## src/rtl/imem_boot_loader_pkg.sv

```systemverilog
// Shared types and constants for the instruction-memory boot loader.
// Optional checksum byte is enabled by defining BOOT_CHECKSUM_EN.
package boot_pkg;

    typedef enum logic [2:0] {
        IDLE,
        LEN_LO,
        LEN_HI,
        DATA,
        CHECK,
        DONE,
        ERR
    } boot_state_t;

    localparam logic [7:0] BOOT_MAGIC = 8'hA5;

    typedef logic [15:0] word_cnt_t;

endpackage

```

## src/rtl/imem_boot_loader_if.sv

```systemverilog
// Byte-stream input, instruction-memory write port and boot status of the loader.
// Handshake: a byte moves on a rising edge where in_valid && in_ready; in_data must be
// held stable while in_valid is high and in_ready is low.
interface imem_boot_loader_if #(
    parameter int ADDR_W = 8
);
    logic              in_valid;
    logic [7:0]        in_data;
    logic              in_ready;
    logic              imem_we;
    logic [ADDR_W-1:0] imem_addr;
    logic [31:0]       imem_wdata;
    logic              cpu_rst_n;
    logic              boot_done;
    logic              boot_err;

    modport master (
        output in_valid, in_data,
        input  in_ready, imem_we, imem_addr, imem_wdata, cpu_rst_n, boot_done, boot_err
    );

    modport slave (
        input  in_valid, in_data,
        output in_ready, imem_we, imem_addr, imem_wdata, cpu_rst_n, boot_done, boot_err
    );

endinterface

```

## src/rtl/imem_boot_loader_word_asm.sv

```systemverilog
// Little-endian byte-to-word assembler: three bytes are shifted in, the fourth completes
// the word combinationally together with a one-cycle word_valid.
module boot_word_asm (
    input  logic        clk,
    input  logic        rst,
    input  logic        byte_valid,
    input  logic [7:0]  byte_data,
    output logic        word_valid,
    output logic [31:0] word
);

    logic [1:0]  byte_cnt;
    logic [23:0] shreg;

    always_ff @(posedge clk) begin
        if (rst) begin
            byte_cnt <= 2'd0;
            shreg    <= 24'd0;
        end else if (byte_valid) begin
            byte_cnt <= byte_cnt + 2'd1;
            // Earlier bytes drift toward bit 0, so after three bytes shreg = {b2, b1, b0}.
            shreg    <= {byte_data, shreg[23:8]};
        end
    end

    assign word_valid = byte_valid && (byte_cnt == 2'd3);
    assign word       = {byte_data, shreg};

endmodule

```

## src/rtl/imem_boot_loader.sv

```systemverilog
// Framed-image boot loader: parses A5 / N / payload [/ checksum], writes IMEM and holds the
// CPU in reset until the image is verified. BOOT_CHECKSUM_EN adds the trailing checksum byte.
module imem_boot_loader
    import boot_pkg::*;
#(
    parameter int IMEM_DEPTH = 256,
    parameter int ADDR_W     = $clog2(IMEM_DEPTH)
) (
    input  logic                clk,
    input  logic                rst,
    imem_boot_loader_if.slave   bus,
    output boot_state_t         dbg_state
);

    localparam logic [16:0] DEPTH_LIMIT = 17'(IMEM_DEPTH);

    boot_state_t       state;
    word_cnt_t         len;
    word_cnt_t         word_idx;
    word_cnt_t         len_full;
    logic              imem_we_q;
    logic [ADDR_W-1:0] imem_addr_q;
    logic [31:0]       imem_wdata_q;
    logic              cpu_rst_n_q;
    logic              boot_done_q;
    logic              boot_err_q;
    logic              accept;
    logic              word_valid;
    logic [31:0]       word;
`ifdef BOOT_CHECKSUM_EN
    logic [7:0]        sum;
`endif

    // No byte is taken in the write cycle, which keeps the assembler and FSM in lockstep.
    assign bus.in_ready = (state != DONE) && (state != ERR) && !imem_we_q;
    assign accept       = bus.in_valid && bus.in_ready;
    assign len_full     = {bus.in_data, len[7:0]};

    boot_word_asm u_word_asm (
        .clk        (clk),
        .rst        (rst),
        .byte_valid (accept && (state == DATA)),
        .byte_data  (bus.in_data),
        .word_valid (word_valid),
        .word       (word)
    );

    always_ff @(posedge clk) begin
        if (rst) begin
            state        <= IDLE;
            len          <= '0;
            word_idx     <= '0;
            imem_we_q    <= 1'b0;
            imem_addr_q  <= '0;
            imem_wdata_q <= '0;
            cpu_rst_n_q  <= 1'b0;
            boot_done_q  <= 1'b0;
            boot_err_q   <= 1'b0;
`ifdef BOOT_CHECKSUM_EN
            sum          <= 8'd0;
`endif
        end else begin
            imem_we_q <= 1'b0;
            case (state)
                IDLE: begin
                    if (accept && (bus.in_data == BOOT_MAGIC)) state <= LEN_LO;
                end
                LEN_LO: begin
                    if (accept) begin
                        len[7:0] <= bus.in_data;
                        state    <= LEN_HI;
                    end
                end
                LEN_HI: begin
                    if (accept) begin
                        len[15:8] <= bus.in_data;
                        if ({1'b0, len_full} > DEPTH_LIMIT) begin
                            state      <= ERR;
                            boot_err_q <= 1'b1;
                        end else if (len_full == '0) begin
`ifdef BOOT_CHECKSUM_EN
                            state       <= CHECK;
`else
                            state       <= DONE;
                            boot_done_q <= 1'b1;
                            cpu_rst_n_q <= 1'b1;
`endif
                        end else begin
                            state <= DATA;
                        end
                    end
                end
                DATA: begin
`ifdef BOOT_CHECKSUM_EN
                    if (accept) sum <= sum + bus.in_data;
`endif
                    if (word_valid) begin
                        imem_we_q    <= 1'b1;
                        imem_addr_q  <= word_idx[ADDR_W-1:0];
                        imem_wdata_q <= word;
                        word_idx     <= word_idx + 16'd1;
                    end
                    // Leave only in the write cycle of the last word, i.e. on the edge that
                    // commits it, so DONE can never precede a complete image.
                    if (imem_we_q && (word_idx == len)) begin
`ifdef BOOT_CHECKSUM_EN
                        state       <= CHECK;
`else
                        state       <= DONE;
                        boot_done_q <= 1'b1;
                        cpu_rst_n_q <= 1'b1;
`endif
                    end
                end
                CHECK: begin
`ifdef BOOT_CHECKSUM_EN
                    if (accept) begin
                        if (bus.in_data == sum) begin
                            state       <= DONE;
                            boot_done_q <= 1'b1;
                            cpu_rst_n_q <= 1'b1;
                        end else begin
                            state      <= ERR;
                            boot_err_q <= 1'b1;
                        end
                    end
`else
                    state <= IDLE;
`endif
                end
                DONE, ERR: begin
                end
                default: state <= IDLE;
            endcase
        end
    end

    assign bus.imem_we    = imem_we_q;
    assign bus.imem_addr  = imem_addr_q;
    assign bus.imem_wdata = imem_wdata_q;
    assign bus.cpu_rst_n  = cpu_rst_n_q;
    assign bus.boot_done  = boot_done_q;
    assign bus.boot_err   = boot_err_q;
    assign dbg_state      = state;

endmodule

```

## src/flat_wrapper.sv

```systemverilog
// flat-port wrapper written by rule: the top's interface ports become plain ports
module imem_boot_loader_flat import boot_pkg::*;
#(
    parameter int IMEM_DEPTH = 256,
    parameter int ADDR_W     = $clog2(IMEM_DEPTH)
)
  (clk, rst, dbg_state, bus_in_valid, bus_in_data, bus_in_ready, bus_imem_we, bus_imem_addr, bus_imem_wdata, bus_cpu_rst_n, bus_boot_done, bus_boot_err);
  imem_boot_loader_if #(.ADDR_W(ADDR_W)) bus_i ();
  input  logic clk;
  input  logic rst;
  output boot_state_t dbg_state;
  input wire logic [$bits(bus_i.in_valid)-1:0] bus_in_valid;
  input wire logic [$bits(bus_i.in_data)-1:0] bus_in_data;
  output wire logic [$bits(bus_i.in_ready)-1:0] bus_in_ready;
  output wire logic [$bits(bus_i.imem_we)-1:0] bus_imem_we;
  output wire logic [$bits(bus_i.imem_addr)-1:0] bus_imem_addr;
  output wire logic [$bits(bus_i.imem_wdata)-1:0] bus_imem_wdata;
  output wire logic [$bits(bus_i.cpu_rst_n)-1:0] bus_cpu_rst_n;
  output wire logic [$bits(bus_i.boot_done)-1:0] bus_boot_done;
  output wire logic [$bits(bus_i.boot_err)-1:0] bus_boot_err;
  assign bus_i.in_valid = bus_in_valid;
  assign bus_i.in_data = bus_in_data;
  assign bus_in_ready = bus_i.in_ready;
  assign bus_imem_we = bus_i.imem_we;
  assign bus_imem_addr = bus_i.imem_addr;
  assign bus_imem_wdata = bus_i.imem_wdata;
  assign bus_cpu_rst_n = bus_i.cpu_rst_n;
  assign bus_boot_done = bus_i.boot_done;
  assign bus_boot_err = bus_i.boot_err;
  imem_boot_loader #(.IMEM_DEPTH(IMEM_DEPTH), .ADDR_W(ADDR_W)) u_core (.clk(clk), .rst(rst), .bus(bus_i), .dbg_state(dbg_state));
endmodule
```

## config.mk

```make
export PLATFORM = sky130hd
export DESIGN_NAME = imem_boot_loader_flat
export DESIGN_NICKNAME = d
export VERILOG_FILES = /design/src/rtl/imem_boot_loader_pkg.sv /design/src/rtl/imem_boot_loader_if.sv /design/src/rtl/imem_boot_loader_word_asm.sv /design/src/rtl/imem_boot_loader.sv /design/src/flat_wrapper.sv
export SDC_FILE = /design/constraint.sdc
export NUM_CORES = 1
export LEC_CHECK = 0
export CORE_MARGIN = 2
export CORE_UTILIZATION = 40
export DETAILED_ROUTE_END_ITERATION = 16
export PLACE_DENSITY_LB_ADDON = 0.3
export SLEW_MARGIN = 20
export SYNTH_ARGS = -nofsm -noshare
export SYNTH_HDL_FRONTEND = slang
export SYNTH_SLANG_ARGS = --single-unit
```

## constraint.sdc

```tcl
create_clock -name clk -period 2.7 [get_ports clk]
set_input_delay 0.81 -clock clk [delete_from_list [all_inputs] [get_ports clk]]
set_output_delay 0.81 -clock clk [all_outputs]
set_load 0.02 [all_outputs]
```

* Word level (Yosys, flattened, before mapping)
Index checks and enable logic that the tools add are counted.
Widths: inputs -> output; s select.
** Operators by class
- Add/subtract/negate cells :: 2
- Order comparisons :: 1
- Multiplexer cells :: 13
- Equality and inequality tests :: 16
- Bitwise gates (word level) :: 2
- Reduce and logical (&&, ||, !) cells :: 19
** Operators by type and width (number)
- $mux 3 :: 6
- $add 16x1->16 const B :: 1
- $eq 16x16->1 :: 1
- $gt 16x9->1 const B :: 1
- $logic_not 16->1 :: 1
- $pmux 3 s5 :: 1
- $reduce_and 5->1 :: 2
- $eq 8x8->1 const B :: 1
- $ne 2x1->1 const B :: 4
- $logic_and 1x1->1 :: 7
- $eq 3x2->1 const B :: 2
- $eq 3x3->1 const B :: 2
- $ne 3x3->1 const B :: 2
- $reduce_and 2->1 :: 3
- $mux 1 :: 5
- $ne 2x2->1 const B :: 2
- $reduce_or 2->1 :: 2
- $eq 3x1->1 const B :: 1
- $logic_not 3->1 :: 1
- $reduce_and 3->1 :: 1
- $add 2x1->2 const B :: 1
- $eq 2x2->1 const B :: 1
- $not 1->1 :: 2
- $pmux 1 s2 :: 1
- other kinds (2) :: 2
** Word-level totals
- Logic and storage cells :: 64
- Output and inout bits :: 48
- Input bits :: 11
- Register bits :: 104

* Depth between registers and ports, before layout
- Word-level depth :: 7
- Gate-level depth with buffers :: 7
- Gate-level depth less buffers :: 6

* Modules after synthesis
A second synthesis with hierarchy kept.
** Second synthesis, totals
- Cells, all modules :: 482
- Area total of the unflattened synthesis :: 4226.6 µm²
** By module, submodules not included
- imem_boot_loader :: sequential area each 1561.5 µm², instances 1, area an instance 3203.1 µm², cells an instance 388
- boot_word_asm :: sequential area each 520.5 µm², instances 1, area an instance 1023.5 µm², cells an instance 94

* Least setup slack after synthesis
Ideal clock, no wire load.
- Path kind :: input port to flip-flop
- From :: in bus_in_data[1]
- To :: reg u_core.state[2], in the netlist u_core.dbg_state[2]
- Stages on the path :: 5
- Buffers on the path :: 0
- Slack :: 228 ps
- Arrival time :: 2345 ps
- Cells stage by stage :: or4_4 -> or4_4 -> o41a_1 -> nand4_1 -> o211ai_1
** Between the ends
- Cells in the longest elaborated chain, start to end :: 5
- Elaborated cells on any way between the ends :: 10
- Those cells by class :: order compare (1); eq/ne (2); mux (4); reduce/logical (3)
** RTL lines
- start: declaration :: line flat_wrapper.sv:13 : input wire logic [$bits(bus_i.in_data)-1:0] bus_in_data;
- branches (longest 5 deep; another with $gt 16x9->1)
- end signal: assignment :: line imem_boot_loader.sv:66 : if (accept && (bus.in_data == BOOT_MAGIC)) state <= LEN_LO;
- end signal: assignment :: line imem_boot_loader.sv:78 : state <= ERR;
- end signal: assignment :: line imem_boot_loader.sv:84 : state <= DONE;
- end: declaration :: line imem_boot_loader.sv:17 : boot_state_t state;
Parallel ways; which one is timed is not known. The select of a mux whose other input is x is not followed.
A chain may end at the register's enable or synchronous reset.

* Worst setup path after layout
Same ends and word-level chain as after synthesis.

==> metrics <==
EDFF count, synth 0; proportion of synthesized chip area in sequential cells approximately 51%; number of buffers added on ports 58; CTS tree yes; Routed wire per std cell 13.66 um; syn avg cell area 8.194 um^2; crit share post-route 96.55%; most frequent cells in the layout 145 x sky130_fd_sc_hd__nand2_1, 102 x sky130_fd_sc_hd__dfxtp_1, 76 x sky130_fd_sc_hd__a21oi_1, 56 x sky130_fd_sc_hd__clkdlybuf4s50_1, 33 x sky130_fd_sc_hd__nor2_1; Post-CTS Setup Bufs 0; Antenna diodes 0; largest cells by area after synthesis sky130_fd_sc_hd__dfxtp_1 51%, sky130_fd_sc_hd__nand2_1 13%, sky130_fd_sc_hd__a21oi_1 9.3%; fraction of synthesis flops using an asynchronous set or reset pin 0%; total count of hold-check failures in the final report 0; setup repair after global routing missed its margin no; Power Dens Cells 499.4 nW/um^2; Detailed Route WL approximately 9500 um; proportion of power drawn by flip-flops and latches 60.5%; antenna violations before repair 0; predominant post-synthesis flop cell sky130_fd_sc_hd__dfxtp_1; tightest slew margin relative to the limit 58.93%; synthesis-to-layout area growth 23.90%; wire length of the first global-routing pass 16440 um; Boundary Pins just under 60; Crit path top cell by count sky130_fd_sc_hd__or4_4; overall global routing resource usage 18.28%; total instance count after detailed placement 679; cell-internal power 1.941 mW; number of synthesized register bits 104; clock power share a little over a third; filler instances 935; pins over their slew limit 0; Worst setup SP type input pin; Sw Share a little under a quarter; share of final-layout standard cells stronger than drive strength 1 under 10%; level count of the clock H-tree 3; Post-Synthesis Cells 501; worst slack at placement -292.0 ps; required arrival time at the worst endpoint 2950 ps; router iterations before antenna repair 4; Post-CTS Hold Buffers 0; maximum number of pins on one net before global-route repair 50; Max VDD drop 0.0002257 V; number of global-route vias before repair 3303; die span in x 105.3 um; combinational power share 3.4%; ordered list of cells on the worst path clkdlybuf4s50_1 > or4_4 > or4_4 > o41a_1 > nand4_1 > o211ai_1; Data arrival, critical path 2860 ps; Synthesized Nets 514; status finished, final reports clean; worst-path fanout max 4; routability congestion estimate 0.8955; Crit path largest cell delay 540 ps; violation count after the first detailed-routing iteration 145; max cap viols 0; Yosys top cell by area sky130_fd_sc_hd__dfxtp_1; final worst slack just over 90 ps; Slowest cell on crit path sky130_fd_sc_hd__or4_4; utilization after layout 51.56%; power dissipated by switching net loads 0.5989 mW; Final min period approximately 2600 ps; accumulated negative setup slack 0 ps; detailed-route vias per instance 5.023; Antenna Nets Post-Route 0; number of standard-cell rows in the floorplan 36; root buf cell sky130_fd_sc_hd__clkbuf_8; Clock Latency Late Sink approximately 360 ps; Die Y-Extent 105.3 um; number of vias after detailed routing roughly 3500; placed wire-length estimate approximately 6600 um; clock slew at the register clock pins of the worst setup and hold paths 100 ps; clock buffer depth 2; count of instances resized after the clock tree is built 1; total of warnings raised by yosys 0; slew at the pin with the worst max-slew slack 610.4 ps; count of cell types in the netlist 37; Layout Skew approximately 11 ps; kind of end point of the critical path flop; die area 11090 um^2; Yosys top cell area share 50.72%; final number of setup-violating endpoints 0; clock sink count 104; final-stage net count 570; Highest Clock Rate 0.3836 GHz; Syn Std Cell Area about 4000 um^2; CP Class in2reg; kind of path behind the tightest hold check reg2reg; DRC violations left 0; Std-Cell Core Area about 9900 um^2; Leak Pwr ~1.7 nW; final cell count without fillers a little under 700; post-layout power approximately 2.5 mW; starting density of the core 41.62%; most common cell after layout, fill and taps aside sky130_fd_sc_hd__nand2_1; Overflow after GRT 0; CTS Buf Count 9
layer usage:
metal	GRT usage, %	vias to the layer above	wire length [um]
met5	0	-	0
met4	6.952	0	171
met3	3.958	11	454
met2	27.19	93	4125
met1	25.83	1603	4743
li1	-	1784	-
path summary, 6_finish.rpt:
| check | cells after the start | startpoint | slack (ps) | endpoint |
|---|---|---|---|---|
| worst max register to register | 5 | u_core.len[0] | 860 | u_core.dbg_state[2] |
| worst min-delay path | 2 | u_core.bus.imem_wdata[1] | 460 | u_core.bus.imem_wdata[1] |
| worst min register to register | 2 | u_core.bus.imem_wdata[1] | 460 | u_core.bus.imem_wdata[1] |
| worst max-delay path | 6 | bus_in_data[1] | 90 | u_core.dbg_state[2] |
layout make-up:
cell class	count	area (um^2)	area share (%)
multi-input combinational	362	1888	37.12
tap	133	166.4	3.272
clock buffer	10	137.6	2.706
timing repair buffer	77	745.7	14.66
sequential	104	2085	40.98
clock inverter	6	52.55	1.033
inverter	3	11.26	0.2214
cells by family after synthesis:
family,synth area share [%]
adder cells (fa/ha/maj),0.6095
flip-flops,50.72
AO/OA/AOI/OAI,12.07
multiplexers,3.901
buffers and inverters,3.292
XOR/XNOR,5.974
AND/OR/NAND/NOR,23.44
metrics by stage:
stage          hold WS, ps  cell area (um^2)
2_1_floorplan        432.1              4105
3_3_place_gp         443.0              4891
3_5_place_dp         445.3              4891
6_report             457.8              5086
4_1_cts              459.3              5082
5_1_grt              475.0              5086
power by group through the flow:
stage          sequential [mW]  combinational [mW]  clock, mW
6_report                  1.54              0.0865      0.917
5_1_grt                   1.54              0.0940       1.02
4_1_cts                   1.54              0.0869      0.944
3_5_place_dp              1.57              0.0868          0
3_3_place_gp              1.57              0.0861          0
2_1_floorplan             1.57              0.0376          0
cells in the mapped netlist (3+ instances only):
library cell / n
sky130_fd_sc_hd__nand2_1: 145
sky130_fd_sc_hd__dfxtp_1: 104
sky130_fd_sc_hd__a21oi_1: 76
sky130_fd_sc_hd__nor2_1: 33
sky130_fd_sc_hd__clkbuf_1: 27
sky130_fd_sc_hd__xnor2_1: 24
sky130_fd_sc_hd__mux2i_1: 16
sky130_fd_sc_hd__nand4_1: 9
sky130_fd_sc_hd__nand3_1: 7
sky130_fd_sc_hd__nor3_1: 6
sky130_fd_sc_hd__o21ai_0: 6
sky130_fd_sc_hd__and2_1: 4
sky130_fd_sc_hd__buf_1: 4
sky130_fd_sc_hd__or3_1: 4
sky130_fd_sc_hd__xor2_1: 4
sky130_fd_sc_hd__and3_1: 3
sky130_fd_sc_hd__inv_1: 3
sky130_fd_sc_hd__nor4_1: 3
flip-flops by register name (all words and copies together) (netlist names):
name,flops
u_core.bus.boot_err,1
u_core.bus.cpu_rst_n,1
u_core.bus.imem_addr,8
u_core.bus.imem_wdata,32
u_core.bus.imem_we,1
u_core.dbg_state,3
u_core.len,16
u_core.u_word_asm.byte_cnt,2
u_core.u_word_asm.shreg,24
u_core.word_idx,16
critical path: cells and delay by family:
kind / cells / cell delay [ps]
AOI/OAI and AO/OA: 2 / 510
buffers and inverters: 1 / 430
and+or+nand+nor: 3 / 1100
No activity file was read; power rests on OpenSTA's default activity.
